### config.mk
export PLATFORM = sky130hd
export DESIGN_NAME = lsu_mem_port_flat
export DESIGN_NICKNAME = d
export VERILOG_FILES = /design/src/rtl/lsu_mem_port_if.sv /design/src/rtl/lsu_mem_port.sv /design/src/flat_wrapper.sv
export SDC_FILE = /design/constraint.sdc
export NUM_CORES = 1
export LEC_CHECK = 0
export ABC_AREA = 0
export BUFFER_PORTS_ARGS = -buffer_cell sky130_fd_sc_hd__buf_4
export CAP_MARGIN = 30
export CORE_ASPECT_RATIO = 2
export CORE_UTILIZATION = 50
export DETAILED_ROUTE_END_ITERATION = 12
export PLACE_DENSITY = 0.75
export SYNTH_ARGS = -nofsm -noshare
export SYNTH_HDL_FRONTEND = slang
export SYNTH_SLANG_ARGS = --single-unit
### constraint.sdc
create_clock -name clk -period 2 [get_ports clk]
set_input_delay 0.1 -clock clk [delete_from_list [all_inputs] [get_ports clk]]
set_output_delay 0.1 -clock clk [all_outputs]
set_load 0.03 [all_outputs]
### src/rtl/lsu_mem_port_if.sv
// Request/response and data-memory signals of the load/store unit.
// slave = the LSU itself, master = the pipeline stage plus data memory.
interface lsu_mem_port_if #(
    parameter int unsigned ADDR_W = 32
);
    logic              req_valid;
    logic              req_ready;
    logic              req_write;
    logic [2:0]        req_funct3;
    logic [ADDR_W-1:0] req_addr;
    logic [31:0]       req_wdata;
    logic              resp_valid;
    logic [31:0]       resp_rdata;
    logic              resp_err;
    logic [ADDR_W-1:0] mem_addr;
    logic [31:0]       mem_wr_data;
    logic              mem_read;
    logic              mem_write;
    logic [31:0]       mem_rd_data;

    modport master (
        output req_valid, req_write, req_funct3, req_addr, req_wdata, mem_rd_data,
        input  req_ready, resp_valid, resp_rdata, resp_err,
               mem_addr, mem_wr_data, mem_read, mem_write
    );

    modport slave (
        input  req_valid, req_write, req_funct3, req_addr, req_wdata, mem_rd_data,
        output req_ready, resp_valid, resp_rdata, resp_err,
               mem_addr, mem_wr_data, mem_read, mem_write
    );
endinterface

### src/rtl/lsu_mem_port.sv
// RV32I load/store unit: word-only memory, read-modify-write for sub-word stores.
// Define LSU_MISALIGN_EN to split word-crossing accesses into two word accesses.
module lsu_mem_port #(
    parameter int unsigned ADDR_W = 32
) (
    input logic           clk,
    input logic           rst,
    lsu_mem_port_if.slave bus
);
    typedef enum logic [2:0] {S_IDLE, S_RD0, S_RD1, S_WR0, S_WR1, S_RSP} state_t;

    localparam logic [2:0] F3_B  = 3'b000;
    localparam logic [2:0] F3_H  = 3'b001;
    localparam logic [2:0] F3_W  = 3'b010;
    localparam logic [2:0] F3_BU = 3'b100;
    localparam logic [2:0] F3_HU = 3'b101;

    state_t            r_state, w_next;
    logic              r_write;
    logic [2:0]        r_funct3;
    logic [ADDR_W-1:0] r_addr;
    logic [31:0]       r_wdata, r_w0, r_w1, r_rdata;
    logic              r_err;

    logic              w_req_bad, w_req_sw_al, w_cross;
    logic [1:0]        w_off;
    logic [3:0]        w_size_mask;
    logic [7:0]        w_st_mask;
    logic [63:0]       w_st_stream;
    logic [ADDR_W-1:0] w_a0, w_a1;
    logic [31:0]       w_w0, w_w1, w_ld_raw, w_ld_ext, w_wr0, w_wr1;

    // Classify the incoming request; only steers the IDLE transition
    always_comb begin
        w_req_bad = 1'b0;
        case (bus.req_funct3)
            F3_B, F3_H, F3_W: w_req_bad = 1'b0;
            F3_BU, F3_HU:     w_req_bad = bus.req_write;
            default:          w_req_bad = 1'b1;
        endcase
`ifndef LSU_MISALIGN_EN
        if (bus.req_funct3[1:0] == 2'b01 && bus.req_addr[0])
            w_req_bad = 1'b1;
        if (bus.req_funct3[1:0] == 2'b10 && bus.req_addr[1:0] != 2'b00)
            w_req_bad = 1'b1;
`endif
    end

    assign w_req_sw_al = bus.req_write && (bus.req_funct3 == F3_W) && (bus.req_addr[1:0] == 2'b00);

    assign w_off = r_addr[1:0];
    assign w_a0  = {r_addr[ADDR_W-1:2], 2'b00};
    assign w_a1  = w_a0 + ADDR_W'(4);

    always_comb begin
        case (r_funct3[1:0])
            2'b00:   w_size_mask = 4'b0001;
            2'b01:   w_size_mask = 4'b0011;
            default: w_size_mask = 4'b1111;
        endcase
    end

`ifdef LSU_MISALIGN_EN
    logic [2:0] w_size;
    assign w_size  = (r_funct3[1:0] == 2'b00) ? 3'd1 : (r_funct3[1:0] == 2'b01) ? 3'd2 : 3'd4;
    assign w_cross = (3'(w_off) + w_size) > 3'd4;
`else
    assign w_cross = 1'b0;
`endif

    // Load path: the word being read this cycle is used before it lands in r_w0/r_w1
    assign w_w0     = (r_state == S_RD0) ? bus.mem_rd_data : r_w0;
    assign w_w1     = (r_state == S_RD1) ? bus.mem_rd_data : r_w1;
    assign w_ld_raw = 32'({w_w1, w_w0} >> {w_off, 3'b000});

    always_comb begin
        case (r_funct3)
            F3_B:    w_ld_ext = {{24{w_ld_raw[7]}}, w_ld_raw[7:0]};
            F3_H:    w_ld_ext = {{16{w_ld_raw[15]}}, w_ld_raw[15:0]};
            F3_BU:   w_ld_ext = {24'h0, w_ld_raw[7:0]};
            F3_HU:   w_ld_ext = {16'h0, w_ld_raw[15:0]};
            default: w_ld_ext = w_ld_raw;
        endcase
    end

    // Store merge: bytes 0..3 of the shifted stream land in A0, bytes 4..7 in A1
    assign w_st_stream = 64'(r_wdata) << {w_off, 3'b000};
    assign w_st_mask   = 8'(w_size_mask) << w_off;

    always_comb begin
        w_wr0 = r_w0;
        w_wr1 = r_w1;
        for (int i = 0; i < 4; i++) begin
            if (w_st_mask[i])
                w_wr0[8*i +: 8] = w_st_stream[8*i +: 8];
            if (w_st_mask[4+i])
                w_wr1[8*i +: 8] = w_st_stream[32+8*i +: 8];
        end
    end

    always_ff @(posedge clk) begin
        if (rst) r_state <= S_IDLE;
        else     r_state <= w_next;
    end

    // Next state and memory strobes; everything is forced quiet while rst is high
    always_comb begin
        w_next          = r_state;
        bus.mem_read    = 1'b0;
        bus.mem_write   = 1'b0;
        bus.mem_addr    = '0;
        bus.mem_wr_data = 32'h0;
        bus.resp_valid  = 1'b0;
        case (r_state)
            S_IDLE: begin
                if (bus.req_valid) begin
                    if (w_req_bad)        w_next = S_RSP;
                    else if (w_req_sw_al) w_next = S_WR0;
                    else                  w_next = S_RD0;
                end
            end
            S_RD0: begin
                bus.mem_read = 1'b1;
                bus.mem_addr = w_a0;
                if (w_cross)      w_next = S_RD1;
                else if (r_write) w_next = S_WR0;
                else              w_next = S_RSP;
            end
            S_RD1: begin
                bus.mem_read = 1'b1;
                bus.mem_addr = w_a1;
                w_next       = r_write ? S_WR0 : S_RSP;
            end
            S_WR0: begin
                bus.mem_write   = 1'b1;
                bus.mem_addr    = w_a0;
                bus.mem_wr_data = w_wr0;
                w_next          = w_cross ? S_WR1 : S_RSP;
            end
            S_WR1: begin
                bus.mem_write   = 1'b1;
                bus.mem_addr    = w_a1;
                bus.mem_wr_data = w_wr1;
                w_next          = S_RSP;
            end
            S_RSP: begin
                bus.resp_valid = 1'b1;
                w_next         = S_IDLE;
            end
            default: w_next = S_IDLE;
        endcase
        if (rst) begin
            bus.mem_read    = 1'b0;
            bus.mem_write   = 1'b0;
            bus.mem_addr    = '0;
            bus.mem_wr_data = 32'h0;
            bus.resp_valid  = 1'b0;
        end
    end

    assign bus.req_ready  = (r_state == S_IDLE) || rst;
    assign bus.resp_rdata = rst ? 32'h0 : r_rdata;
    assign bus.resp_err   = rst ? 1'b0 : r_err;

    // Request latch, read-word capture and held response
    always_ff @(posedge clk) begin
        if (rst) begin
            r_write  <= 1'b0;
            r_funct3 <= 3'b000;
            r_addr   <= '0;
            r_wdata  <= 32'h0;
            r_w0     <= 32'h0;
            r_w1     <= 32'h0;
            r_rdata  <= 32'h0;
            r_err    <= 1'b0;
        end else begin
            if (r_state == S_IDLE && bus.req_valid) begin
                r_write  <= bus.req_write;
                r_funct3 <= bus.req_funct3;
                r_addr   <= bus.req_addr;
                r_wdata  <= bus.req_wdata;
            end
            if (r_state == S_RD0) r_w0 <= bus.mem_rd_data;
            if (r_state == S_RD1) r_w1 <= bus.mem_rd_data;
            if (w_next == S_RSP) begin
                r_err   <= (r_state == S_IDLE);
                r_rdata <= (!r_write && (r_state == S_RD0 || r_state == S_RD1)) ? w_ld_ext : 32'h0;
            end
        end
    end
endmodule

### src/flat_wrapper.sv
// flat-port wrapper written by rule: the top's interface ports become plain ports
module lsu_mem_port_flat 
#(
    parameter int unsigned ADDR_W = 32
)
  (clk, rst, bus_req_valid, bus_req_write, bus_req_funct3, bus_req_addr, bus_req_wdata, bus_mem_rd_data, bus_req_ready, bus_resp_valid, bus_resp_rdata, bus_resp_err, bus_mem_addr, bus_mem_wr_data, bus_mem_read, bus_mem_write);
  lsu_mem_port_if #(.ADDR_W(ADDR_W)) bus_i ();
  input logic clk;
  input logic rst;
  input wire logic [$bits(bus_i.req_valid)-1:0] bus_req_valid;
  input wire logic [$bits(bus_i.req_write)-1:0] bus_req_write;
  input wire logic [$bits(bus_i.req_funct3)-1:0] bus_req_funct3;
  input wire logic [$bits(bus_i.req_addr)-1:0] bus_req_addr;
  input wire logic [$bits(bus_i.req_wdata)-1:0] bus_req_wdata;
  input wire logic [$bits(bus_i.mem_rd_data)-1:0] bus_mem_rd_data;
  output wire logic [$bits(bus_i.req_ready)-1:0] bus_req_ready;
  output wire logic [$bits(bus_i.resp_valid)-1:0] bus_resp_valid;
  output wire logic [$bits(bus_i.resp_rdata)-1:0] bus_resp_rdata;
  output wire logic [$bits(bus_i.resp_err)-1:0] bus_resp_err;
  output wire logic [$bits(bus_i.mem_addr)-1:0] bus_mem_addr;
  output wire logic [$bits(bus_i.mem_wr_data)-1:0] bus_mem_wr_data;
  output wire logic [$bits(bus_i.mem_read)-1:0] bus_mem_read;
  output wire logic [$bits(bus_i.mem_write)-1:0] bus_mem_write;
  assign bus_i.req_valid = bus_req_valid;
  assign bus_i.req_write = bus_req_write;
  assign bus_i.req_funct3 = bus_req_funct3;
  assign bus_i.req_addr = bus_req_addr;
  assign bus_i.req_wdata = bus_req_wdata;
  assign bus_i.mem_rd_data = bus_mem_rd_data;
  assign bus_req_ready = bus_i.req_ready;
  assign bus_resp_valid = bus_i.resp_valid;
  assign bus_resp_rdata = bus_i.resp_rdata;
  assign bus_resp_err = bus_i.resp_err;
  assign bus_mem_addr = bus_i.mem_addr;
  assign bus_mem_wr_data = bus_i.mem_wr_data;
  assign bus_mem_read = bus_i.mem_read;
  assign bus_mem_write = bus_i.mem_write;
  lsu_mem_port #(.ADDR_W(ADDR_W)) u_core (.clk(clk), .rst(rst), .bus(bus_i));
endmodule
==> flow_summary.yaml, run 1 <==
global_routing:
  grt-ovfl-total: 1
  grt_max_degree: 135
  grt_pass1_vias: 15200
  grt_usage_pct: 63.5
  grt_pass1_wl_um: 97100
logic_synthesis:
  synthCells: 1284
  syn_area_sq_mm: 0.00998
  syn_avg_cell_area_sq_um: 7.77
  synthTopCellsByCount: "246 x nand2_1, 168 x dfxtp_1, 127 x a21oi_1, 119 x mux2i_1, 113 x nor2_1"
  synthTopCellsByArea: "dfxtp_1 34%, mux2i_1 12%, nand2_1 9.3%"
  ys_seq_area_share_pct: 33.7
  async_flop_share_pct: 0
  yosysMostFrequentCell: "nand2_1"
  synth_cell_types: 71
  synthFlopType: "dfxtp_1"
  yosysTopAreaCellShare_pct: 33.7
  yosys.area.top_type: "dfxtp_1"
  yosys_warnings: 0
  ys_ff_latch: 168
  synth_edf_count: 0
placement:
  hpwl_um: 31600
  io_buffers: 201
  dp_cells: 1822
  gp_congestion: 0.989
run_status:
  error_line: "[ERROR GRT-0116] Global routing finished with congestion. Check the congestion regions in the DRC Viewer."
  status: "did not finish"
  lastStage: "global routing"
clock_tree:
  clock_path_buffers: 2
  numCtsBuffers: 17
  htree_levels: 4
  cts_sinks: 168
  cts-root-buf: "clkbuf_16"
die:
  die_x_um: 102
  io_pins: 204
  start_util_pct: 51.3
  placementRows: 72
  dieHeight_um: 202
## timing repair
item | in CTS
setup buffers | 64
hold buffers | 92
pin swaps | 116
endpoints found under the setup margin | 98
gates resized for setup | 340
gates cloned | 13
endpoints found under the hold margin | 98
## through the flow
stage	TNS, ns	cell area [sq um]	hold WS [ns]	setup WS, ns
2_1_floorplan	-0.321	10400	0.236	-0.119
3_3_place_gp	-4.73	13300	0.348	-0.248
3_5_place_dp	-5.51	13300	0.358	-0.233
4_1_cts	-19.82	17000	0.000863	-0.461
## kinds of logic after synthesis
family | Yosys count | share of synthesized area (%)
AO/OA/AOI/OAI | 310 | 20.2
flip-flops | 168 | 33.7
XOR/XNOR | 4 | 0.351
other | 1 | 0.0376
adder cells (fa/ha/maj) | 1 | 0.125
buffers and inverters | 122 | 5.10
multiplexers | 159 | 16.5
AND/OR/NAND/NOR | 519 | 24.0
## per-layer routing
metal	GRT usage (%)	GRT overflow
met2	84.8	0
met5	0	0
met4	64.8	1
met1	66.8	0
met3	35.3	0
==> inputs of run 2 (changes only) <==
- CORE_ASPECT_RATIO: 2 -> unset
- CORE_UTILIZATION: 50 -> 35
- PLACE_DENSITY: 0.75 -> unset
- PLACE_DENSITY_LB_ADDON: unset -> 0.15
- clock period: 2 -> 2.6 ns (I/O delays scaled with it)
==> run 2 against run 1 <==
Synthesized cell count is the same. Area after synthesis is the same. The run now ends clean.
==> flow_summary.yaml, run 2 <==
setup_path:
  crit_path_end_kind: "output port"
  cp_max_fo: 44
  start_kind: "register"
  critPathSlowestCell: "mux2i_1"
  rr_startpoint: "u_core.r_state[0]"
  rr_worst_depth: 6
  cp.arrival_ns: 2.42
  critPathBufInv: 2
  crit_family: "multiplexers"
  crit_top_cell: "mux2i_1"
  crit_chain: "buf_12 > mux2i_1 > mux2i_1 > mux2_2 > a22oi_1 > nor2_1 > buf_4"
  required_ns: 2.47
  max_stage_delay_ns: 0.38
  r2r_end: "u_core.r_rdata[22]"
  reg2reg_slack_ns: 0.15
  path_class: "register to output port"
sta:
  slew_viol_final: 0
  postLayoutSetupSlackWorst_ns: 0.0457
  fin_crit_ns: 2.55
  setup_viol: 0
  hold_viol: 0
  fin_setup_tns_ns: 0
  worst_slew_pin_slew_ns: 0.775
  finalCritPeriodShare_pct: 98.2
  fmax_mhz: 392
  maxSlewHeadroom_pct: 48.1
  rsz0062_at_grt: "true"
  finClkSkew_ns: 0.0190
layout:
  fillers: 2830
  fin_util_pct: 49.2
  stdcell_area_sq_mm: 0.0138
  drive_gt1_share_pct: 24.8
  layout_common_cells: "256 x buf_4, 244 x nand2_1, 159 x dfxtp_1"
  final_nets: 1656
  multi_input_area_sq_mm: 0.00624
  seq_area_sq_mm: 0.00338
  antenna_cells: 0
  syn_to_final_growth_pct: 37.8
  mostFrequentLayoutCell: "buf_4"
detailed_routing:
  viasPerCell: 5.50
  drt_iter0_markers: 943
  wl_um: 39000
  avgRoutedWirePerCell_um: 20.0
  vias: 10700
  post-route-drc-count: 0
  dr.pass1.iters: 5
  drtAntennaViolNets: 0
clock_tree:
  htree_levels: 4
  clk_latency_ns: 0.44
  numCtsBuffers: 17
  cts_sinks: 168
  clk_pin_slew_ns: 0.08
  cts_tree: "yes"
  clock_path_buffers: 2
  cts-root-buf: "clkbuf_16"
placement:
  hpwl_um: 27500
  gp_congestion: 0.868
  postPlaceCellArea_sq_mm: 0.0120
  pre_cts_ws_ns: 0.0180
  io_buffers: 201
power_and_ir_drop:
  comb_power_share_pct: 25.9
  seq_power_share_pct: 39.2
  pwr-share-clk_pct: 34.9
  p_int_uw: 4830
  p_leak_uw: 0.00564
  ir_worst_vdd_mv: 0.455
  switching_share_pct: 35.4
  p_sw_uw: 2650
  powerDensity_mw_per_mm2: 544
global_routing:
  grt_max_degree: 151
  grt_pass1_wl_um: 59400
  grt_usage_pct: 26.7
  grt-ovfl-total: 0
  antenna_found_initial: 0
  grt_pass1_vias: 10300
logic_synthesis:
  yosysTopAreaCellShare_pct: 33.7
  ys_ff_latch: 168
  synth_cell_types: 71
  async_flop_share_pct: 0
  synthTopCellsByCount: "246 x nand2_1, 168 x dfxtp_1, 127 x a21oi_1, 119 x mux2i_1, 113 x nor2_1"
  synth_xor_area_share_pct: 0.351
  yosys_warnings: 0
  syn_avg_cell_area_sq_um: 7.77
  synthFlopType: "dfxtp_1"
  yosysMostFrequentCell: "nand2_1"
  synth_edf_count: 0
  synth.area.mux_share_pct: 16.5
  synth_fa_ha_area_share_pct: 0.125
  yosys.area_share.simple_pct: 24.0
  yosys.area.top_type: "dfxtp_1"
  synth_top_family_by_area: "simple AND/OR/NAND/NOR gates"
  synthCells: 1284
  syn_area_sq_mm: 0.00998
  synthTopCellsByArea: "dfxtp_1 34%, mux2i_1 12%, nand2_1 9.3%"
  ys_seq_area_share_pct: 33.7
  synth_compound_area_share_pct: 20.2
min_path:
  hp-start: "bus_mem_rd_data[4]"
  hold_path.class: "input port to register"
  holdPathStages: 3
  min_to: "u_core.r_w1[4]"
die:
  placementRows: 61
  io_pins: 204
  start_util_pct: 35.7
  dieArea_sq_mm: 0.0292
  die_x_um: 171
  dieHeight_um: 171
  placeableCoreArea_sq_mm: 0.0279
flow_run:
  maxCapViolCount: 0
run_status:
  status: "complete, no violations"
## run 2: cell counts after synthesis
No cell type changed its count.
## run 2: worst min-delay path, cell delays in order
cell and delay, ns:
buf_4 0.10, mux2i_1 0.10, nor2_1 0.09
## run 2: layout make-up
type,count,area share (%)
tap,378,3.44
clock buffer,17,3.09
sequential,168,24.6
clock inverter,15,1.29
multi-input combinational,995,45.4
timing repair buffer,359,21.9
inverter,11,0.300
## run 2: routing by layer
layer	vias up	track usage, %	part of all wire (%)
li1	5105	-	-
met1	5193	34.5	44
met2	334	46.2	49
met3	46	4.05	4.9
met4	0	7.26	1.9
met5	-	0	0
## run 2: worst max-delay path by stage
stage / slack, ns / start / depth (start not counted) / end
after floorplan: 0.05 / u_core.r_state[0] / 8 / bus_mem_addr[18]
after global placement: 0.09 / u_core.r_state[2] / 6 / u_core.r_rdata[5]
after detailed placement: 0.02 / u_core.r_state[2] / 6 / u_core.r_rdata[5]
after CTS: 0.02 / u_core.r_state[1] / 6 / bus_mem_addr[23]
after global routing: -0.02 / u_core.r_addr[0] / 7 / bus_mem_wr_data[25]
final: 0.05 / u_core.r_addr[0] / 7 / bus_mem_wr_data[27]
## run 2: stage by stage
step	instances	power [uW]	hold WS, ns
final	1943	7480	0.0144
after global routing	1943	7810	0.0249
after CTS	1941	7490	0.00424
after detailed placement	1812	4760	0.388
after global placement	1812	4740	0.385
after floorplan	1285	4060	0.266
## run 2: cell families after synthesis
logic type      count (synthesis)
compound gates                310
xor+xnor                        4
fa+ha+maj                       1
buf+inv                       122
flops                         168
mux                           159
other cells                     1
simple gates                  519
## run 2: power groups by stage
stage | sequential (uW) | clock (uW) | combinational (uW)
CTS | 2920 | 2660 | 1910
floorplan | 2890 | 0 | 1160
global placement | 2980 | 0 | 1770
detailed placement | 2980 | 0 | 1780
global route | 2960 | 2760 | 2090
finish | 2930 | 2610 | 1940
## run 2: repair_timing
action                     in CTS  in global routing
resized for setup              12                 27
hold endpoints to repair       93                  0
setup endpoints to repair      24                 34
hold buffers                   96                  0
setup buffers                   1                  2
pin swaps                       1                  4
Power figures use the tool's default switching activity.
==> inputs of run 3 (changes only) <==
- CORE_UTILIZATION: 35 -> 30
==> run 3 against run 2 <==
Non-clock buffer count up 11. Highest routed layer unchanged. Clock skew shrank 0.0021 ns. Cell count increased by 4.0%. Largest cell class unchanged.
==> flow_summary.yaml, run 3 (synthesized netlist as in run 2, its figures left out) <==
layout:
  fin_util_pct: 42.5
  seq_area_sq_mm: 0.00338
  drive_gt1_share_pct: 25.8
  layout_common_cells: "274 x buf_4, 243 x nand2_1, 157 x dfxtp_1"
  fillers: 3377
  stdcell_area_sq_mm: 0.0139
  mostFrequentLayoutCell: "buf_4"
  stdcell_count: 2020
  final_nets: 1667
  syn_to_final_growth_pct: 38.9
  multi_input_area_sq_mm: 0.00623
sta:
  finalCritPeriodShare_pct: 98.2
  maxSlewHeadroom_pct: 47.3
  fin_crit_ns: 2.55
  fin_hold_ws_ns: 0.0146
  hold_viol: 0
  worst_slew_pin_slew_ns: 0.788
  setup_viol: 0
  fmax_mhz: 392
  rsz0062_at_grt: "true"
  finClkSkew_ns: 0.0169
  slew_viol_final: 0
detailed_routing:
  wl_um: 41200
  drtAntennaViolNets: 0
  avgRoutedWirePerCell_um: 20.4
  viasPerCell: 5.24
  vias: 10600
  post-route-drc-count: 0
  dr.pass1.iters: 5
  drt_iter0_markers: 826
global_routing:
  grt_max_degree: 96
  antenna_found_initial: 0
  grt_pass1_vias: 10100
  grt_pass1_wl_um: 61600
  grt-ovfl-total: 0
  grt_usage_pct: 24.2
setup_path:
  startpoint: "u_core.r_addr[9]"
  cp_max_fo: 6
  cp.arrival_ns: 2.42
  crit_path_end_kind: "output port"
  required_ns: 2.47
  critPathSlowestCell: "dfxtp_1"
  crit_chain: "nand3_1 > nor4b_4 > nand2_1 > o311ai_0 > o41ai_2 > buf_4"
  max_stage_delay_ns: 0.44
  path_class: "register to output port"
  start_kind: "register"
  rr_startpoint: "u_core.r_state[0]"
  rr_worst_depth: 6
flow_run:
  maxCapViolCount: 0
power_and_ir_drop:
  power_uw: 7520
  powerDensity_mw_per_mm2: 543
  p_int_uw: 4910
  pwr-share-clk_pct: 34.8
  seq_power_share_pct: 39.2
  ir_worst_vdd_mv: 0.493
  comb_power_share_pct: 26.0
  switching_share_pct: 34.8
  p_sw_uw: 2620
  p_leak_uw: 0.00568
clock_tree:
  clk_pin_slew_ns: 0.07
  numCtsBuffers: 17
  clock_path_buffers: 2
  cts-root-buf: "clkbuf_16"
  cts_tree: "yes"
  htree_levels: 4
  cts_sinks: 168
  clk_latency_ns: 0.45
die:
  placementRows: 66
  die_x_um: 184
  dieArea_sq_mm: 0.0340
  start_util_pct: 30.6
  dieHeight_um: 184
  placeableCoreArea_sq_mm: 0.0326
  io_pins: 204
placement:
  hpwl_um: 30100
  io_buffers: 201
  gp_congestion: 0.867
  dp_cells: 1888
  postPlaceCellArea_sq_mm: 0.0122
min_path:
  hp-start: "bus_mem_rd_data[17]"
  hold_path.class: "input port to register"
  holdPathStages: 3
run_status:
  status: "complete, no violations"
==> run 3: cell count changes in the layout (fill, tap and decap cells not counted), moves of 3 or more <==
cell           change
dlygate4sd3_1      -9
dfxtp_2            +3
clkinv_8           -4
buf_4             +18
clkinvlp_4         +3
==> run 3: through the flow <==
stage,setup slack (ns),setup TNS [ns]
4_1_cts,0.00239,0
2_1_floorplan,0.0507,0
3_3_place_gp,0.196,0
3_5_place_dp,0.114,0
5_1_grt,-0.0120,-0.0210
6_report,0.0462,0
==> run 3: worst paths after layout <==
check                                          end  slack [ns]
worst min-delay path               u_core.r_w1[17]        0.01
worst min register to register     u_core.r_w1[31]        0.46
worst max register to register  u_core.r_rdata[23]        0.22
worst max-delay path              bus_mem_addr[21]        0.05
==> run 3: layer usage <==
| layer | global-route usage, % | part of all wire, % | vias to the layer above | routed length, um |
|---|---|---|---|---|
| met1 | 31.4 | 43 | 5043 | 17900 |
| met3 | 3.24 | 5.4 | 49 | 2230 |
| met4 | 9.00 | 3.3 | 0 | 1350 |
| met2 | 40.5 | 48 | 379 | 19800 |
| met5 | 0 | 0 | - | 0 |
| li1 | - | - | 5122 | - |
==> run 3: repair_timing <==
| action | 4_1_cts | 5_1_grt |
|---|---|---|
| hold endpoints to repair | 95 | 0 |
| hold buffers | 87 | 0 |
| resized for setup | 15 | 26 |
| endpoints found under the setup margin | 34 | 29 |
| setup buffers | 1 | 10 |
| pin swaps | 2 | 8 |
==> run 3: area by class of cell <==
| type | instances | area share, % |
|---|---|---|
| repair buffers | 370 | 22.1 |
| diodes | 2 | 0.0361 |
| flip-flops and latches | 168 | 24.4 |
| well taps | 442 | 3.99 |
| multi-input cells | 995 | 44.9 |
| clock inverters | 14 | 1.11 |
| inverters | 11 | 0.307 |
| clock buffers | 18 | 3.10 |
==> run 3: power groups by stage <==
| stage | logic [uW] | clock network (uW) | registers (uW) |
|---|---|---|---|
| 2_1_floorplan | 1160 | 0 | 2890 |
| 6_report | 1950 | 2620 | 2950 |
| 4_1_cts | 1930 | 2670 | 2940 |
| 3_3_place_gp | 1790 | 0 | 3000 |
| 3_5_place_dp | 1800 | 0 | 3000 |
| 5_1_grt | 2100 | 2790 | 2970 |
==> run 3: worst max-delay path: cells and delay by family, from the launching register on <==
kind / cells / cell delay (ns)
buf+inv: 1 / 0.19
flops: 1 / 0.44
compound gates: 2 / 0.53
simple gates: 3 / 0.83
